**src/rtl/gate_arb_pkg.sv**
```systemverilog
// Shared constants for the gate operation arbiter: opcode values and FSM state encodings.
package gate_arb_pkg;

  localparam logic [1:0] OP_AND = 2'b00;
  localparam logic [1:0] OP_OR  = 2'b01;
  localparam logic [1:0] OP_NOT = 2'b10;
  localparam logic [1:0] OP_RSV = 2'b11;

  localparam logic [1:0] ST_IDLE = 2'd0;
  localparam logic [1:0] ST_EXEC = 2'd1;
  localparam logic [1:0] ST_DONE = 2'd2;

endpackage

```
**src/rtl/gate_unit.sv**
```systemverilog
// Shared W-bit bitwise logic unit (AND / OR / NOT a); purely combinational.
module gate_unit
  import gate_arb_pkg::*;
#(
  parameter int W = 8
) (
  input  logic [1:0]   op,
  input  logic [W-1:0] a,
  input  logic [W-1:0] b,
  output logic [W-1:0] y,
  output logic         rsv
);

  always_comb begin
    y   = '0;
    rsv = 1'b0;
    case (op)
      OP_AND:  y = a & b;
      OP_OR:   y = a | b;
      OP_NOT:  y = ~a;
      default: rsv = 1'b1;
    endcase
  end

endmodule

```
**src/rtl/gate_op_arbiter.sv**
```systemverilog
// Round-robin arbiter sharing one gate_unit among NREQ requesters (IDLE -> EXEC -> DONE).
// Define GATE_ARB_ERR_EN to report reserved opcodes on err during the DONE cycle.
module gate_op_arbiter
  import gate_arb_pkg::*;
#(
  parameter int NREQ = 4,
  parameter int W    = 8,
  localparam int RW  = $clog2(NREQ)
) (
  input  logic              clk,
  input  logic              rst_n,
  input  logic [NREQ-1:0]   req,
  input  logic [2*NREQ-1:0] op,
  input  logic [W*NREQ-1:0] a,
  input  logic [W*NREQ-1:0] b,
  output logic [NREQ-1:0]   gnt,
  output logic [NREQ-1:0]   done,
  output logic [W-1:0]      result,
  output logic [RW-1:0]     rid,
  output logic              err
);

  logic [1:0]      state_reg;
  logic [RW-1:0]   ptr_reg;
  logic [RW-1:0]   sel_reg;
  logic [RW-1:0]   rid_reg;
  logic [NREQ-1:0] gnt_reg;
  logic [NREQ-1:0] done_reg;
  logic [W-1:0]    result_reg;
  logic [1:0]      op_lat_reg;
  logic [W-1:0]    a_lat_reg;
  logic [W-1:0]    b_lat_reg;

  logic [1:0]      op_arr [NREQ];
  logic [W-1:0]    a_arr  [NREQ];
  logic [W-1:0]    b_arr  [NREQ];

  for (genvar gi = 0; gi < NREQ; gi++) begin : g_split
    assign op_arr[gi] = op[2*gi +: 2];
    assign a_arr[gi]  = a[W*gi +: W];
    assign b_arr[gi]  = b[W*gi +: W];
  end

  // Scan from the highest offset down so the lowest offset from ptr wins.
  logic [RW-1:0] pick_idx;
  logic          found;
  int            scan;
  logic [RW-1:0] scan_idx;

  always_comb begin
    pick_idx = '0;
    found    = 1'b0;
    scan     = 0;
    scan_idx = '0;
    for (int i = NREQ - 1; i >= 0; i--) begin
      scan = int'(ptr_reg) + i;
      if (scan >= NREQ) scan = scan - NREQ;
      scan_idx = RW'(scan);
      if (req[scan_idx]) begin
        pick_idx = scan_idx;
        found    = 1'b1;
      end
    end
  end

  logic [W-1:0] gate_y;
  logic         gate_rsv;

  gate_unit #(.W(W)) u_gate (
    .op  (op_lat_reg),
    .a   (a_lat_reg),
    .b   (b_lat_reg),
    .y   (gate_y),
    .rsv (gate_rsv)
  );

  always_ff @(posedge clk or negedge rst_n) begin
    if (!rst_n) begin
      state_reg  <= ST_IDLE;
      ptr_reg    <= '0;
      sel_reg    <= '0;
      rid_reg    <= '0;
      gnt_reg    <= '0;
      done_reg   <= '0;
      result_reg <= '0;
      op_lat_reg <= '0;
      a_lat_reg  <= '0;
      b_lat_reg  <= '0;
    end else begin
      case (state_reg)
        ST_IDLE: begin
          if (found) begin
            op_lat_reg <= op_arr[pick_idx];
            a_lat_reg  <= a_arr[pick_idx];
            b_lat_reg  <= b_arr[pick_idx];
            sel_reg    <= pick_idx;
            gnt_reg    <= {{(NREQ-1){1'b0}}, 1'b1} << pick_idx;
            state_reg  <= ST_EXEC;
          end
        end
        ST_EXEC: begin
          result_reg <= gate_rsv ? '0 : gate_y;
          rid_reg    <= sel_reg;
          done_reg   <= gnt_reg;
          state_reg  <= ST_DONE;
        end
        ST_DONE: begin
          done_reg  <= '0;
          gnt_reg   <= '0;
          ptr_reg   <= (rid_reg == RW'(NREQ - 1)) ? '0 : rid_reg + 1'b1;
          state_reg <= ST_IDLE;
        end
        default: state_reg <= ST_IDLE;
      endcase
    end
  end

`ifdef GATE_ARB_ERR_EN
  logic err_reg;

  // Only the EXEC->DONE edge can raise err, so it is high for the DONE cycle alone.
  always_ff @(posedge clk or negedge rst_n) begin
    if (!rst_n) err_reg <= 1'b0;
    else        err_reg <= (state_reg == ST_EXEC) && gate_rsv;
  end

  assign err = err_reg;
`else
  assign err = 1'b0;
`endif

  assign gnt    = gnt_reg;
  assign done   = done_reg;
  assign result = result_reg;
  assign rid    = rid_reg;

endmodule

```
**config.mk**
```make
export PLATFORM = sky130hd
export DESIGN_NAME = gate_op_arbiter
export DESIGN_NICKNAME = d
export VERILOG_FILES = /design/src/rtl/gate_arb_pkg.sv /design/src/rtl/gate_unit.sv /design/src/rtl/gate_op_arbiter.sv
export SDC_FILE = /design/constraint.sdc
export NUM_CORES = 1
export LEC_CHECK = 0
export CAP_MARGIN = 30
export CORE_MARGIN = 5
export CORE_UTILIZATION = 30
export DETAILED_ROUTE_END_ITERATION = 10
export SLEW_MARGIN = 20
export SYNTH_ARGS = -nofsm -noshare
export SYNTH_HDL_FRONTEND = slang
export SYNTH_HIERARCHICAL = 1
export SYNTH_SLANG_ARGS = --single-unit
```
**constraint.sdc**
```tcl
create_clock -name clk -period 2.9 [get_ports clk]
set_input_delay 0.29 -clock clk [delete_from_list [all_inputs] [get_ports clk]]
set_output_delay 0.29 -clock clk [all_outputs]
set_load 0.02 [all_outputs]
```
Word level (Yosys, flattened, before mapping) --
Index checks and enable logic that the tools add are counted.
Cells by class: mux-type cells 37, bitwise logic cells 4, shift-type cells 1, add/sub/neg operators 8, eq/ne operators 6, reduce and logical (&&, ||, !) cells 7, $lt $le $gt $ge 9
Operators with widths (number):
- $mux W8 | 5
- $bmux W8 S2 | 2
- $mux W2 | 12
- $pmux W8 S3 | 1
- $pmux W4 S2 | 2
- $ge A3 B3 Y1 const B | 4
- $lt A2 B3 Y1 const B | 4
- $and A8 B8 Y8 | 1
- $bmux W1 S2 | 4
- $mux W1 | 8
- $not A8 Y8 | 1
- $or A8 B8 Y8 | 1
- $sub A2 B1 Y2 const B | 4
- $add A2 B2 Y3 const B | 2
- $eq A2 B2 Y1 const B | 3
- $bmux W2 S2 | 1
- $eq A2 B1 Y1 const B | 2
- $logic_not A2 Y1 | 2
- $mux W4 | 1
- $pmux W2 S2 | 1
- $reduce_and A2 Y1 | 2
- $reduce_bool A2 Y1 | 2
- $shl A1 B2 Y4 const A | 1
- $add A2 B1 Y3 const B | 1
- 5 further kinds | 5
Storage, ports and cells: register bits 42, word-level logic and storage cells 82

Longest topological paths before layout --
Gate-level depths: netlist of the first run.
depth in word-level cells 13, depth in mapped cells 8, depth with buffers taken out 5

Hierarchy --
The synthesis of the first run kept the hierarchy.
Modules (own cells, without submodules):
- gate_op_arbiter | instances 1, cells each 225, seq. area each 1051.0 µm², area an instance 2312.2 µm²
- gate_unit | instances 1, cells each 21, seq. area each 0.0 µm², area an instance 207.7 µm²

Worst setup path before layout of the first run --
Ideal clock, no wire load.
path kind register to register, start register ptr_reg[0], end register a_lat_reg[7], setup slack 1.236 ns, data required time 2.757 ns, arrival time 1.522 ns, clock period less this slack 1.664 ns, stages on the path, launching flop included 9, cell sequence dfrtp_1 -> nand2b_1 -> a21oi_1 -> a211o_1 -> clkbuf_1 -> buf_6 -> buf_6 -> mux2i_1 -> o221ai_1
On the way: word-level cells in the longest chain between the ends 13, elaborated cells on any way between the ends 36, classes of those cells add/sub (7); order compare (4); mux (23); bitwise (1); reduce/logical (1)
Ends and longest elaborated chain:
- from (decl) | RTL line gate_op_arbiter.sv:24 | logic [RW-1:0] ptr_reg;
- from (signal assigned) | RTL line gate_op_arbiter.sv:110 | ptr_reg <= (rid_reg == RW'(NREQ - 1)) ? '0 : rid_reg + 1'b1;
- $add A2 B2 Y3 | RTL line gate_op_arbiter.sv:56 | scan = int'(ptr_reg) + i;
- $ge A3 B3 Y1 or $sub A2 B1 Y2 (tied branches) | RTL line gate_op_arbiter.sv:57 | if (scan >= NREQ) scan = scan - NREQ;
- $mux W2 | RTL line gate_op_arbiter.sv:57
- $bmux W1 S2 | RTL line gate_op_arbiter.sv:59 | if (req[scan_idx]) begin
- $mux W1 (not written as such) | RTL line gate_op_arbiter.sv:59
- $mux W2 (4 in a row) | RTL line gate_op_arbiter.sv:59
- $not A2 Y3 (not written as such) | RTL line gate_op_arbiter.sv:94 | a_lat_reg <= a_arr[pick_idx];
- $bmux W8 S2 | RTL line gate_op_arbiter.sv:94
- $mux W8 (not written as such) (2 in a row) | RTL line gate_op_arbiter.sv:94
- to (signal assigned) | RTL line gate_op_arbiter.sv:94
- to (decl) | RTL line gate_op_arbiter.sv:31 | logic [W-1:0] a_lat_reg;
Parallel ways exist; a longest one is shown, timed or not. The select of a mux whose other input is x is not followed. A chain may end at the register's enable or synchronous reset.

Final worst setup path of the first run --
start input port req[2], end register a_lat_reg[0]
On the way: word-level cells in the longest chain between the ends 10, elaborated cells on any way between the ends 21, classes of those cells mux (19); bitwise (1); reduce/logical (1)
Ends and longest elaborated chain:
- from (decl) | RTL line gate_op_arbiter.sv:12 | input logic [NREQ-1:0] req,
- $bmux W1 S2 | RTL line gate_op_arbiter.sv:59
- $mux W1 (not written as such) | RTL line gate_op_arbiter.sv:59
- $mux W2 (4 in a row) | RTL line gate_op_arbiter.sv:59
- $not A2 Y3 (not written as such) | RTL line gate_op_arbiter.sv:94
- $bmux W8 S2 | RTL line gate_op_arbiter.sv:94
- $mux W8 (not written as such) (2 in a row) | RTL line gate_op_arbiter.sv:94
Parallel ways exist; a longest one is shown, timed or not. The select of a mux whose other input is x is not followed.

==> results of run 1 <==
-- placed cells by master, fill, tap and decap left out, types with 2 or more instances in the layout --
master	instances
nand2b_1	4
nand2_1	24
nor3b_1	2
maj3_2	8
o31ai_1	3
buf_4	6
nor2b_1	3
mux2i_1	37
nor2_1	4
o2bb2ai_1	8
mux2_2	5
clkdlybuf4s50_1	94
a21oi_1	6
o221ai_1	18
inv_1	17
clkbuf_8	6
nand3b_1	12
o21ai_0	17
dfrtp_1	42
ha_1	6
-- final cells by class --
cell class                 instances  area share, %
clock buffer                       7          2.360
clock inverter                     1         0.1368
inverter                          18          1.847
multi-input combinational        168          35.43
sequential                        42          28.73
tap                              105          3.591
timing repair buffer             103          27.91
-- repair_timing --
action,in CTS,in global routing
endpoints found under the hold margin,0,15
hold buffers,0,1
endpoints found under the setup margin,0,0
-- final timing paths --
path | start | to | slack, ns | cells past startpoint
worst max-delay path | req[2] | a_lat_reg[0] | 0.92 | 7
worst min-delay path | rst_n | a_lat_reg[4] | 0.45 | 2
worst max register to register | state_reg[0] | b_lat_reg[5] | 1.01 | 6
worst min register to register | sel_reg[1] | sel_reg[1] | 0.48 | 2
max in group asynchronous | rst_n | result[3] | 1.98 | 3
min in group clk | sel_reg[1] | sel_reg[1] | 0.48 | 2
-- kinds of logic (layout without fill, tap and decap cells) --
group                    Yosys count  count (layout)  synth area share [%]
AO/OA/AOI/OAI                     57              57                 16.09
AND/OR/NAND/NOR                   54              54                 11.67
multiplexers                      42              42                 16.93
flip-flops                        42              42                 41.71
buffers and inverters             36             129                 6.901
adder cells (fa/ha/maj)           14              14                 6.554
other                              1               1                0.1488
-- power by group through the flow --
stage	logic, W	clock network [W]	registers (W)
after floorplan	0.00115	0	0.00111
after global placement	0.00174	0	0.00108
after detailed placement	0.00175	0	0.00109
after CTS	0.00176	0.000406	0.00108
after global routing	0.00193	0.000432	0.00112
final	0.00175	0.000393	0.00107
-- metrics by stage --
stage                     instance area, µm²  worst slack (ns)  hold slack (ns)
after floorplan                         2520             1.236        -0.005591
after global placement                  3537            0.6560           0.4550
after detailed placement                3537            0.6254           0.4634
after CTS                               3628            0.9362           0.1764
after global routing                    3659            0.7944           0.4854
final                                   3659            0.9176           0.4468
-- metal layers --
layer  share of wire (%)  GRT usage [%]
met5                   0              0
met4                 1.4          4.294
met3                 4.8          2.824
met2                  49          22.08
met1                  45          16.94
==> reports/metrics.cfg, run 1 <==
[outcome]
outcome=completed

[synthesis]
ys.flop_type=dfrtp_1
synth_top_area_cell=dfrtp_1
synth_edf_count=0
yosys-top-cells-count=42 x dfrtp_1, 37 x mux2i_1, 24 x nand2_1
synth_cell_type_count=33
synth_area_per_cell_um2=10.24
ys_seq_area_share_pct=41.71
ys_ff_latch=42
async_flop_share_pct=100.0
synth_top_area_share_pct=41.71
synthTopCellsByArea=dfrtp_1 42%, mux2i_1 15%, o221ai_1 6.3%, maj3_2 3.6%, nand2_1 3.6%
synth_most_common_cell=dfrtp_1
syn_area_mm2=0.002520
syn-instance-count=246
synth_nets=330
yosys_warnings=6

[worst_setup_path]
critical-path-top-delay-family=buffers and inverters
cp-end-kind=register
worst-setup-path-type=in2reg
cp.required_ns=3.07
cp.arrival_ns=2.15
cp_max_fo=24
startpoint_type=input pin
crit_chain=clkdlybuf4s50_1 -> nor2b_1 -> a21o_1 -> a211o_2 -> buf_4 -> mux2i_1 -> o221ai_1
cp_slowest_cell=clkdlybuf4s50_1
cp.buffers_inverters=2
max_stage_delay_ns=0.51

[sta]
finalSetupTns_ns=0
drv_slew=0
tightest_slew_ns=0.5966
fin_skew_ns=0.003721
setup_violations=0
hold_viol_final=0
period_minus_slack_ns=1.982
rsz0062_at_grt=no
slew_headroom_pct=60.23
fin_crit_sh_pct=68.36
fmax_ghz=0.5044

[power_and_ir_drop]
p_leak_nw=1.583
p_switching_w=0.001311
p_comb_share_pct=54.4
pwr-share-clk_pct=12.2
power_frac_seq_pct=33.4
pwr_density_cell_mw_per_mm2=878.7
switching_share_pct=40.78
p_int_w=0.001904
ir_drop_v=0.0003081
finalPower_w=0.003215

[clock_tree]
post_cts_buffers=0
h-tree-depth=2
cts_resized=0
cts_buffers=5
root_buffer=clkbuf_8
cts_tree=yes
clkSinkCount=42
cts_max_path_buffers=2
clk_latency_ns=0.30
clkSlewWorstSetupHoldPaths_ns=0.08

[grt]
first_global_vias=2111
grt_max_degree=43
grt.overflow.total=0
grt_usage_pct=13.19
grt_pass1_wl_mm=10.56
antenna_found_initial=0

[placed_design]
dp_cells=434
globalplace.congestion=0.8616
port_buffers=95
dp_hpwl_mm=5.210

[final_layout]
multi_input_area_mm2=0.001296
fillers=781
antenna-diode-count=0
fin_util_pct=44.53
drive_above_1_share_pct=9.735
layout.area.seq_mm2=0.001051
fin_nets=422
areaGrowthSynthToFinish_pct=45.18
stdcell_count=444

[die]
die_w_um=101.7
dieHeight_um=101.7
pin_count=97
design.core.area_mm2=0.008217
rows=33
initial_utilization_pct=30.67
dieArea_mm2=0.01033

[detailed_routing]
wire_per_inst_um=15.35
drt_iter0_markers=67
drcViolationCount=0
drtAntennaViolNets=0
vias=2124
first_pass_iters=4
routed_wirelength_mm=6.817
vias_per_cell=4.784

[job]
maxCapViolations=0

[hold_path]
hold_class=in2async

Note: power is estimated with default switching activity, not from simulation.
==> run 2, diff against run 1 <==
- clock period: 2.9 -> 1.7 ns (I/O delays scaled with it)
==> reports/metrics.cfg, run 2 (synthesis gave the netlist of run 1 again) <==
[die]
pin_count=97  ; unchanged
design.core.area_mm2=0.008217  ; unchanged
dieHeight_um=101.7  ; unchanged
initial_utilization_pct=30.67  ; unchanged
dieArea_mm2=0.01033  ; unchanged
die_w_um=101.7  ; unchanged
rows=33  ; unchanged

[grt]
antenna_found_initial=0  ; unchanged
grt.overflow.total=0  ; unchanged
grt_usage_pct=13.86  ; +0.67 points
grt_max_degree=42  ; -2.3%
grt_pass1_wl_mm=11.23  ; +6.4%
first_global_vias=2297  ; +8.8%

[worst_setup_path]
crit_chain=nor2b_1 -> a21o_1 -> a211o_4 -> buf_12 -> mux2i_1 -> o221ai_1
worst-setup-path-type=reg2reg
worstSetupPathDepth=6  ; -1
critical-path-top-delay-family=compound AO/OA/AOI/OAI gates
reg2reg_from=ptr_reg[0]
cp.arrival_ns=1.83  ; -0.32 ns
cp_max_fo=12  ; -50%
rr_endpoint=a_lat_reg[6]
cp.buffers_inverters=1  ; -1
cp_slowest_cell=dfrtp_1
cp.required_ns=1.87  ; -1.20 ns
cp-end-kind=register
max_stage_delay_ns=0.39  ; -0.12 ns
startpoint_type=register
rr_worst_depth=6  ; unchanged
rrSetupSlack_ns=0.04  ; -0.97 ns

[sta]
period_minus_slack_ns=1.658
fin_skew_ns=0.006589  ; +0.002868 ns
rsz0062_at_grt=yes
hold_viol_final=0  ; unchanged
fmax_ghz=0.6032
setup_violations=0  ; unchanged
drv_slew=0  ; unchanged
fin_crit_sh_pct=97.52

[job]
maxCapViolations=0  ; unchanged

[power_and_ir_drop]
p_leak_nw=1.674  ; +5.7%
finalPower_w=0.005938  ; +85%
ir_drop_v=0.0005390  ; +75%
pwr_density_cell_mw_per_mm2=1536  ; +75%

[detailed_routing]
routed_wirelength_mm=7.021  ; +3.0%
first_pass_iters=4  ; unchanged
vias=2178  ; +2.5%
drcViolationCount=0  ; unchanged
vias_per_cell=4.776  ; -0.16%
drtAntennaViolNets=0  ; unchanged
wire_per_inst_um=15.40  ; +0.28%
drt_iter0_markers=70  ; +4.5%

[final_layout]
areaGrowthSynthToFinish_pct=53.38
layout_common_cells=94 x clkdlybuf4s50_1, 42 x dfrtp_1, 34 x mux2i_1, 24 x nand2_1, 18 x o221ai_1
fillers=779  ; -0.26%
final_common_cell=clkdlybuf4s50_1
drive_above_1_share_pct=14.81  ; +5.1 points
final_cell_area_mm2=0.003865  ; +5.6%
antenna-diode-count=0  ; unchanged
fin_nets=435  ; +3.1%
fin_util_pct=47.04  ; +2.5 points
stdcell_count=456  ; +2.7%

[clock_tree]
cts_tree=yes
cts_buffers=5  ; unchanged
h-tree-depth=2  ; unchanged
cts_max_path_buffers=2  ; unchanged
root_buffer=clkbuf_8
clk_latency_ns=0.30  ; about the same
clkSlewWorstSetupHoldPaths_ns=0.08  ; about the same
clkSinkCount=42  ; unchanged

[placed_design]
port_buffers=95  ; unchanged
dp_cells=446  ; +2.8%
placed_area_mm2=0.003677  ; +4.0%
globalplace.congestion=0.8999  ; +4.4%
dp_hpwl_mm=5.387  ; +3.4%

[hold_path]
hold_class=in2async

[outcome]
outcome=completed

==> run 2: cell count changes in the layout (fill, tap and decap cells not counted), sizes merged <==
cell    delta
bufinv     +1
buf       +12
clkinv     -1
==> run 2: worst max path at each step <==
stage | startpoint | to
finish | ptr_reg[0] | a_lat_reg[6]
global route | ptr_reg[0] | a_lat_reg[6]
CTS | ptr_reg[0] | a_lat_reg[6]
detailed placement | req[2] | a_lat_reg[0]
global placement | req[0] | b_lat_reg[3]
floorplan | ptr_reg[0] | a_lat_reg[7]
==> run 2: per-stage QoR <==
stage | setup slack [ns] | hold slack [ns] | TNS (ns)
finish | 0.04217 | 0.1927 | 0
global route | -0.06437 | 0.2093 | -0.1436
CTS | 0.02689 | 0.1875 | 0
detailed placement | -0.2785 | -0.02978 | -5.785
global placement | -0.3062 | -0.03065 | -6.522
floorplan | 0.03590 | -0.1256 | 0
==> run 2: cell type report <==
| cell class | count | area [µm²] | area share [%] |
|---|---|---|---|
| clock buffer | 6 | 82.58 | 2.137 |
| clock inverter | 1 | 30.03 | 0.7769 |
| inverter | 18 | 67.56 | 1.748 |
| multi-input combinational | 168 | 1329 | 34.38 |
| sequential | 42 | 1051 | 27.19 |
| tap | 105 | 131.4 | 3.399 |
| timing repair buffer | 116 | 1174 | 30.37 |
==> run 2: where the power goes <==
part	internal (W)	switching, W
Clock	0.000470	0.000349
Combinational	0.00172	0.00156
Sequential	0.00145	0.000387
==> run 2: timing repair <==
action                                  CTS  global route
endpoints found under the hold margin    42             0
gates resized for setup                   0             8
setup buffers                             0             1
endpoints found under the setup margin    0            16
hold buffers                              1             0
==> run 2: per-layer routing <==
metal | share of wire (%) | routed length [µm] | global-route usage [%]
met1 | 46 | 3253 | 18.76
met2 | 48 | 3339 | 22.89
met3 | 4.6 | 322 | 1.791
met4 | 1.5 | 106 | 4.601
met5 | 0 | 0 | 0
==> run 3, diff against run 2 <==
- CAP_MARGIN: 30 -> 40
- CORE_UTILIZATION: 30 -> 40
- PLACE_DENSITY: default -> 0.77
==> reports/metrics.cfg, run 3 (synthesis gave the netlist of run 1 again) <==
[outcome]
outcome=completed

[sta]
fin_ws_ns=0.01175  ; -0.03043 ns
hold_slack_ns=0.4747  ; +0.2820 ns
hold_viol_final=0  ; unchanged
setup_violations=0  ; unchanged
slew_headroom_pct=64.69
period_minus_slack_ns=1.688  ; +0.03043 ns
drv_slew=0  ; unchanged
tightest_slew_ns=0.5296
rsz0062_at_grt=yes
fin_crit_sh_pct=99.31  ; +1.8 points
fmax_ghz=0.5923  ; -1.8%
finalSetupTns_ns=0  ; unchanged
fin_skew_ns=0.007977  ; +0.001388 ns

[worst_setup_path]
cp_slowest_cell=dfrtp_1
max_stage_delay_ns=0.40  ; about the same
cp-end-kind=register
worst-setup-path-type=reg2reg
cp.arrival_ns=1.84  ; about the same
cp_max_fo=9  ; -3
reg2reg_from=ptr_reg[0]
crit_chain=nor2b_1 -> a21o_1 -> a211o_4 -> clkbuf_16 -> mux2i_1 -> o221ai_1
cp.required_ns=1.85  ; -0.02 ns
startpoint=ptr_reg[0]
startpoint_type=register

[clock_tree]
cts_buffers=5  ; unchanged
clkSinkCount=42  ; unchanged
root_buffer=clkbuf_8
clkSlewWorstSetupHoldPaths_ns=0.08  ; about the same
cts_tree=yes
cts_max_path_buffers=2  ; unchanged
h-tree-depth=2  ; unchanged
clk_latency_ns=0.29  ; about the same

[detailed_routing]
route.met2.wl_mm=3.587  ; +7.4%
wire_per_inst_um=15.63  ; +1.5%
first_pass_iters=4  ; unchanged
drt_iter0_markers=113  ; +61%
wl_met3_um=379  ; +18%
vias=2243  ; +3.0%
wl_met1_mm=2.665  ; -18%
drtAntennaViolNets=0  ; unchanged
vias_per_cell=5.216  ; +9.2%
routed_wirelength_mm=6.722  ; -4.3%
highest_layer=met4
drcViolationCount=0  ; unchanged

[final_layout]
fin_nets=436  ; +0.23%
layout_common_cells=93 x clkdlybuf4s50_1, 42 x dfrtp_1, 33 x mux2i_1, 24 x nand2_1
final_cell_area_mm2=0.003845  ; -0.52%
areaGrowthSynthToFinish_pct=52.58
layout.area.seq_mm2=0.001051  ; unchanged
drive_above_1_share_pct=15.30  ; +0.48 points
final_common_cell=clkdlybuf4s50_1
fillers=504  ; -35%
multi_input_area_mm2=0.001356  ; +2.1%
antenna-diode-count=0  ; unchanged

[die]
dieHeight_um=89.37  ; -12%
rows=29  ; -12%
design.core.area_mm2=0.006241  ; -24%
pin_count=97  ; unchanged
dieArea_mm2=0.007987  ; -23%
initial_utilization_pct=40.38  ; +9.7 points
die_w_um=89.37  ; -12%

[grt]
first_global_vias=2231  ; -2.9%
grt_usage_pct=16.13  ; +2.3 points
grt_pass1_wl_mm=10.17  ; -9.5%
grt.overflow.total=0  ; unchanged
antenna_found_initial=0  ; unchanged
grt_max_degree=43  ; +2.4%

[placed_design]
dp_hpwl_mm=5.044  ; -6.4%
globalplace.congestion=0.8543  ; -5.1%
port_buffers=95  ; unchanged
place_ws_ns=-0.2965  ; -0.01804 ns
placed_area_mm2=0.003597  ; -2.2%

[hold_path]
hold_class=in2async

[power_and_ir_drop]
pwr_density_cell_mw_per_mm2=1551  ; +0.94%
ir_drop_v=0.0009563  ; +77%
p_leak_nw=1.682  ; +0.49%

[job]
maxCapViolations=0  ; unchanged

[run 3: final cells by class]
class,count,share of cell area [%]
Clock buffer,7,1.985
Clock inverter,1,0.7810
Inverter,18,1.757
Multi-Input combinational cell,168,35.27
Sequential cell,42,27.33
Tap cell,77,2.506
Timing Repair Buffer,117,30.36
[run 3: where the power goes]
part / internal, W / switching [W] / leakage [nW]
clock: 0.000439 / 0.000317 / 0.0524
sequential: 0.00145 / 0.000367 / 0.531
combinational: 0.00175 / 0.00164 / 1.10
total: 0.00364 / 0.00232 / 1.68
[run 3: metrics by stage]
step                      cells  util [%]  power, W
after floorplan             246         -  0.003852
after global placement      417     57.64  0.004820
after detailed placement    417     57.64  0.004922
after CTS                   426     59.50  0.005695
after global routing        430     61.61  0.006421
final                       430     61.61  0.005962
[run 3: worst paths after layout]
| path | end | slack (ns) | cells after the start |
|---|---|---|---|
| max | b_lat_reg[7] | 0.01 | 6 |
| min | result[0] | 0.47 | 3 |
| max reg2reg | b_lat_reg[7] | 0.01 | 6 |
| min reg2reg | sel_reg[1] | 0.47 | 2 |
| max in group asynchronous | a_lat_reg[2] | 0.85 | 3 |
| min in group clk | sel_reg[1] | 0.47 | 2 |
[run 3: layer usage]
layer	global-route usage (%)	vias to the layer above
met4	4.060	0
met3	3.134	9
met2	28.20	70
met1	20.41	1066
li1	-	1098
met5	0	-
[run 3: critical path, delay by kind of cell (launching register included)]
family	cells	cell delay, ns
compound gates	3	0.70
buf+inv	1	0.20
flops	1	0.40
mux	1	0.17
simple gates	1	0.08
[run 3: timing repair]
action                     in CTS  in global routing
pin swaps                       3                  3
gates cloned                    0                  3
setup buffers                   0                  1
resized for setup               0                 13
hold buffers                    1                  0
hold endpoints to repair       42                  0
setup endpoints to repair       2                 19
